==> src/rtl/stage_sequencer_if.sv <==
// Handshake/strobe bundle between the stage sequencer and the core datapath.
// Perf counters (cycles, stall_cycles) are present only when STAGE_SEQ_PERF_EN is defined.
interface stage_sequencer_if #(
    parameter int CNT_W = 32
);
    logic             rwmem;
    logic             mem_ack;
    logic             halt;
    logic             en_ft;
    logic             en_dc;
    logic             en_ex;
    logic             en_ma;
    logic             en_wb;
    logic             mem_req;
    logic [2:0]       stage;
    logic             halted;
    logic             mem_err;
    logic [CNT_W-1:0] retired;
`ifdef STAGE_SEQ_PERF_EN
    logic [CNT_W-1:0] cycles;
    logic [CNT_W-1:0] stall_cycles;
`endif

    modport master (
`ifdef STAGE_SEQ_PERF_EN
        output cycles,
        output stall_cycles,
`endif
        input  rwmem,
        input  mem_ack,
        input  halt,
        output en_ft,
        output en_dc,
        output en_ex,
        output en_ma,
        output en_wb,
        output mem_req,
        output stage,
        output halted,
        output mem_err,
        output retired
    );

    modport slave (
`ifdef STAGE_SEQ_PERF_EN
        input  cycles,
        input  stall_cycles,
`endif
        output rwmem,
        output mem_ack,
        output halt,
        input  en_ft,
        input  en_dc,
        input  en_ex,
        input  en_ma,
        input  en_wb,
        input  mem_req,
        input  stage,
        input  halted,
        input  mem_err,
        input  retired
    );
endinterface

==> src/rtl/stage_sequencer.sv <==
// Stage-enable sequencer for the multi-cycle RV32 core: one-cycle strobes FT->DC->EX->[MA]->WB.
// Optional perf counters are enabled by defining STAGE_SEQ_PERF_EN.
module stage_sequencer #(
    parameter int CNT_W       = 32,
    parameter int MEM_TIMEOUT = 255
) (
    input  logic              clk,
    input  logic              rst_n,
    stage_sequencer_if.master bus
);
    typedef enum logic [2:0] {
        ST_FT   = 3'd0,
        ST_DC   = 3'd1,
        ST_EX   = 3'd2,
        ST_MA   = 3'd3,
        ST_WB   = 3'd4,
        ST_IDLE = 3'd5,
        ST_ERR  = 3'd6
    } state_t;

    localparam int WAIT_W = (MEM_TIMEOUT > 1) ? $clog2(MEM_TIMEOUT + 1) : 1;

    state_t            state;
    state_t            next_state;
    logic [WAIT_W-1:0] wait_cnt;
    logic [CNT_W-1:0]  retired;
    logic              mem_err;
    logic              timeout_hit;

    // The limit is hit on the last unacknowledged MA cycle; an ack in that cycle still wins.
    assign timeout_hit = (MEM_TIMEOUT != 0) && !bus.mem_ack
                         && (32'(wait_cnt) == 32'(MEM_TIMEOUT - 1));

    always_ff @(posedge clk) begin
        if (!rst_n) begin
            state <= ST_FT;
        end else begin
            state <= next_state;
        end
    end

    always_comb begin
        next_state = ST_FT;
        case (state)
            ST_FT:   next_state = ST_DC;
            ST_DC:   next_state = ST_EX;
            ST_EX:   next_state = bus.rwmem ? ST_MA : ST_WB;
            ST_MA: begin
                if (bus.mem_ack) begin
                    next_state = ST_WB;
                end else if (timeout_hit) begin
                    next_state = ST_ERR;
                end else begin
                    next_state = ST_MA;
                end
            end
            ST_WB:   next_state = bus.halt ? ST_IDLE : ST_FT;
            ST_IDLE: next_state = bus.halt ? ST_IDLE : ST_FT;
            ST_ERR:  next_state = ST_ERR;
            default: next_state = ST_FT;
        endcase
    end

    always_comb begin
        bus.en_ft   = 1'b0;
        bus.en_dc   = 1'b0;
        bus.en_ex   = 1'b0;
        bus.en_ma   = 1'b0;
        bus.en_wb   = 1'b0;
        bus.mem_req = 1'b0;
        bus.halted  = 1'b0;
        case (state)
            ST_FT:   bus.en_ft = 1'b1;
            ST_DC:   bus.en_dc = 1'b1;
            ST_EX:   bus.en_ex = 1'b1;
            ST_MA: begin
                bus.mem_req = 1'b1;
                bus.en_ma   = bus.mem_ack;
            end
            ST_WB:   bus.en_wb = 1'b1;
            ST_IDLE: bus.halted = 1'b1;
            ST_ERR:  bus.halted = 1'b1;
            default: bus.halted = 1'b0;
        endcase
    end

    // Entry into MA always comes from EX, so clearing outside MA gives a fresh count per access.
    always_ff @(posedge clk) begin
        if (!rst_n || state != ST_MA) begin
            wait_cnt <= '0;
        end else if (!bus.mem_ack && MEM_TIMEOUT != 0) begin
            wait_cnt <= wait_cnt + 1'b1;
        end
    end

    always_ff @(posedge clk) begin
        if (!rst_n) begin
            retired <= '0;
            mem_err <= 1'b0;
        end else begin
            if (state == ST_WB) begin
                retired <= retired + 1'b1;
            end
            if (state == ST_MA && next_state == ST_ERR) begin
                mem_err <= 1'b1;
            end
        end
    end

    assign bus.stage   = state;
    assign bus.retired = retired;
    assign bus.mem_err = mem_err;

`ifdef STAGE_SEQ_PERF_EN
    logic [CNT_W-1:0] cycles;
    logic [CNT_W-1:0] stall_cycles;

    always_ff @(posedge clk) begin
        if (!rst_n) begin
            cycles       <= '0;
            stall_cycles <= '0;
        end else begin
            cycles <= cycles + 1'b1;
            if (state == ST_MA && !bus.mem_ack) begin
                stall_cycles <= stall_cycles + 1'b1;
            end
        end
    end

    assign bus.cycles       = cycles;
    assign bus.stall_cycles = stall_cycles;
`endif
endmodule

==> src/flat_wrapper.sv <==
// flat-port wrapper written by rule: the top's interface ports become plain ports
module stage_sequencer_flat 
#(
    parameter int CNT_W       = 32,
    parameter int MEM_TIMEOUT = 255
)
  (clk, rst_n, bus_rwmem, bus_mem_ack, bus_halt, bus_en_ft, bus_en_dc, bus_en_ex, bus_en_ma, bus_en_wb, bus_mem_req, bus_stage, bus_halted, bus_mem_err, bus_retired);
  stage_sequencer_if #(.CNT_W(CNT_W)) bus_i ();
  input  logic clk;
  input  logic rst_n;
  input wire logic [$bits(bus_i.rwmem)-1:0] bus_rwmem;
  input wire logic [$bits(bus_i.mem_ack)-1:0] bus_mem_ack;
  input wire logic [$bits(bus_i.halt)-1:0] bus_halt;
  output wire logic [$bits(bus_i.en_ft)-1:0] bus_en_ft;
  output wire logic [$bits(bus_i.en_dc)-1:0] bus_en_dc;
  output wire logic [$bits(bus_i.en_ex)-1:0] bus_en_ex;
  output wire logic [$bits(bus_i.en_ma)-1:0] bus_en_ma;
  output wire logic [$bits(bus_i.en_wb)-1:0] bus_en_wb;
  output wire logic [$bits(bus_i.mem_req)-1:0] bus_mem_req;
  output wire logic [$bits(bus_i.stage)-1:0] bus_stage;
  output wire logic [$bits(bus_i.halted)-1:0] bus_halted;
  output wire logic [$bits(bus_i.mem_err)-1:0] bus_mem_err;
  output wire logic [$bits(bus_i.retired)-1:0] bus_retired;
  assign bus_i.rwmem = bus_rwmem;
  assign bus_i.mem_ack = bus_mem_ack;
  assign bus_i.halt = bus_halt;
  assign bus_en_ft = bus_i.en_ft;
  assign bus_en_dc = bus_i.en_dc;
  assign bus_en_ex = bus_i.en_ex;
  assign bus_en_ma = bus_i.en_ma;
  assign bus_en_wb = bus_i.en_wb;
  assign bus_mem_req = bus_i.mem_req;
  assign bus_stage = bus_i.stage;
  assign bus_halted = bus_i.halted;
  assign bus_mem_err = bus_i.mem_err;
  assign bus_retired = bus_i.retired;
  stage_sequencer #(.CNT_W(CNT_W), .MEM_TIMEOUT(MEM_TIMEOUT)) u_core (.clk(clk), .rst_n(rst_n), .bus(bus_i));
endmodule
==> config.mk <==
export PLATFORM = sky130hd
export DESIGN_NAME = stage_sequencer_flat
export DESIGN_NICKNAME = d
export VERILOG_FILES = /design/src/rtl/stage_sequencer_if.sv /design/src/rtl/stage_sequencer.sv /design/src/flat_wrapper.sv
export SDC_FILE = /design/constraint.sdc
export NUM_CORES = 1
export LEC_CHECK = 0
export CAP_MARGIN = 15
export CORE_MARGIN = 4
export CORE_UTILIZATION = 50
export DETAILED_ROUTE_END_ITERATION = 8
export PLACE_DENSITY = 0.79
export REMOVE_ABC_BUFFERS = 1
export SETUP_SLACK_MARGIN = 0.3
export SYNTH_ARGS = -nofsm -noshare
export SYNTH_HDL_FRONTEND = slang
export SYNTH_SLANG_ARGS = --single-unit
==> constraint.sdc <==
create_clock -name clk -period 3 [get_ports clk]
set_input_delay 0.45 -clock clk [delete_from_list [all_inputs] [get_ports clk]]
set_output_delay 0.45 -clock clk [all_outputs]
set_load 0.03 [all_outputs]
==> reports/metrics.csv <==
metric,value,unit
dieArea,5430,um2
postSynth.asyncResetShare,0,
met1_length,2330,um
crit_required,2.55,ns
rsz0062_at_grt,no,
clock-root-buffer,clkbuf_8,
num_rows,23,
gr-usage-all-layers,0.192,
whs_path_depth,1,
ys_seq_area_frac,0.408,
wl,5060,um
wl_met3,292,um
dp_hpwl,3450,um
final_max_slew_viol_count,0,
worst_setup_path_start_kind,flip-flop,
numClockSinks,44,
cts_buffers,5,
grt_start_max_net_pins,30,
fmax,391,MHz
yosys_warnings,0,
initial_core_util,0.528,
relSlewSlack,0.371,
maxCapViolations,0,
arrival,2.11,ns
drt_iter0_drc,148,
dr_wl_met2,2400,um
cp_max_fo,15,
globalplace.congestion,0.827,
finalNetCount,312,
cts_tree,done,
outcome,"complete, no violations",
fin_skew,0.00771,ns
grt_pass1_wl,8280,um
power.leakage,0.000931,uW
clockBufferDepth,2,
syn_area,2160,um2
synth_area_per_cell,8.36,um2
hold_viol,0,
cp_num_buf_inv,2,
fin_util,0.682,
synth_ff_type,dfxtp_1,
chipHeight,73.7,um
worst_pin_slew,0.943,ns
avgRoutedWirePerCell,14.3,um
cp_slowest_cell,clkdlybuf4s50_1,
cp_cell_sequence,or3b_4 > inv_1 > clkdlybuf4s50_1,
first_global_vias,1891,
setup_viol,0,
ant_nets,0,
insertion_delay,0.29,ns
diodes,0,
finalSetupTns,0,ns
post-cts-setup-buffers,0,
synthCells,258,
drive_gt1_frac,0.0590,
finalCriticalPeriod,2.56,ns
vdd_ir_drop_max,0.223,mV
synth_top_area_frac,0.408,
core-area,4090,um2
drc_errors,0,
synthTopCellsByArea,"dfxtp_1 41%, a21oi_1 5.8%, nand4_1 4.1%, nor2_1 3.8%, o31ai_1 3.8%",
fill_cells,355,
antenna_found_initial,0,
fin_crit_sh,0.854,
htreeDepth,2,
synth_cell_types,34,
firstDrtPassIters,4,
power_density,430,nW/um2
via_per_inst,5.90,
final_common_cell,clkdlybuf4s50_1,
synth_largest_area_cell,dfxtp_1,
final_cell_mix,"47 x clkdlybuf4s50_1, 43 x dfxtp_1, 25 x a21oi_1, 22 x nor2_1, 19 x nand2_1",
ioPinCount,48,
top_layer,met4,
synth_edf_count,0,
hp-class,reg -> reg,
cpPeakStageDelay,0.69,ns
die_w,73.7,um
grt-ovfl-total,0,
worst_setup_path_end_kind,output pin,
syn_to_final_growth,29.2,%
portBuffers,47,
r2r_cells,4,
path_depth,3,
synth-seq-cells,44,
cp_top_family,buffers and inverters,
cts.reportedPaths.clkPinSlew,0.08,ns
vias,2094,
crit_type,reg -> out,
==> logic make-up after synthesis <==
kind of cell    count (synthesis)  share of synthesized area
simple gates                  120                      0.310
xor+xnor                       17                     0.0690
flops                          44                      0.408
compound gates                 47                      0.129
buf+inv                        23                     0.0470
mux                             4                     0.0186
fa+ha+maj                       3                     0.0174
==> metrics by stage <==
| stage | instances | worst slack [ns] | cell area [um2] | hold slack (ns) | total power, uW |
|---|---|---|---|---|---|
| final | 355 | 0.439 | 2790 | 0.471 | 1200 |
| after global routing | 355 | 0.324 | 2790 | 0.501 | 1240 |
| after CTS | 355 | 0.322 | 2790 | 0.477 | 1210 |
| after detailed placement | 347 | 0.564 | 2660 | 0.458 | 721 |
| after global placement | 347 | 0.617 | 2660 | 0.446 | 721 |
| after floorplan | 246 | 0.540 | 2100 | 0.472 | 675 |
==> state kept, by name, summed over array words and instances, names as in the netlist <==
signal,count
u_core.bus.retired,32
u_core.bus.mem_err,1
u_core.wait_cnt,8
u_core.bus.stage,3
==> area by class of cell <==
class	instances	area (um2)	area share
Clock buffer	7	96.3	0.0346
Clock inverter	1	30.0	0.0108
Inverter	11	41.3	0.0148
Multi-Input combinational cell	191	1170	0.421
Sequential cell	44	882	0.316
Tap cell	50	62.6	0.0224
Timing Repair Buffer	51	500	0.180
==> final timing paths <==
check	startpoint	endpoint	slack (ns)
hold reg to reg	u_core.bus.mem_err	u_core.bus.mem_err	0.47
setup / recovery	u_core.bus.stage[1]	bus_en_wb	0.44
hold / removal	u_core.bus.mem_err	u_core.bus.mem_err	0.47
setup reg to reg	u_core.bus.stage[1]	u_core.bus.retired[24]	0.65
==> where the power goes <==
| part | internal, uW | switching [uW] |
|---|---|---|
| Clock | 294 | 197 |
| Combinational | 43.9 | 60.3 |
| Sequential | 589 | 15.4 |
| Total | 927 | 272 |
==> per-layer routing <==
metal	GRT usage	vias up
met1	0.238	995
met3	0.0534	7
met4	0.0523	0
met2	0.324	60
met5	0	-
li1	-	1032
==> cells in the mapped netlist, types with 3 or more instances <==
cell and n:
and2_1 3, or4_1 10, xnor2_1 8, nor3_1 6, mux2i_1 4, inv_1 11, ha_1 3, nor4_1 5
dfxtp_1 44, nand2b_1 5, xor2_1 9, o31ai_1 11, nand2_1 19, or3_1 5, nor2b_1 3, o21ai_0 6
nand4_1 14, clkbuf_1 10, nor2_1 22, and3_1 4, and4_1 4, nand3_1 13, a21oi_1 25
==> timing repair <==
item	in CTS	in global routing
hold buffers	0	0
endpoints found under the hold margin	0	0
endpoints found under the setup margin	0	1
resized for setup	0	1
Power figures use the tool's default switching activity.
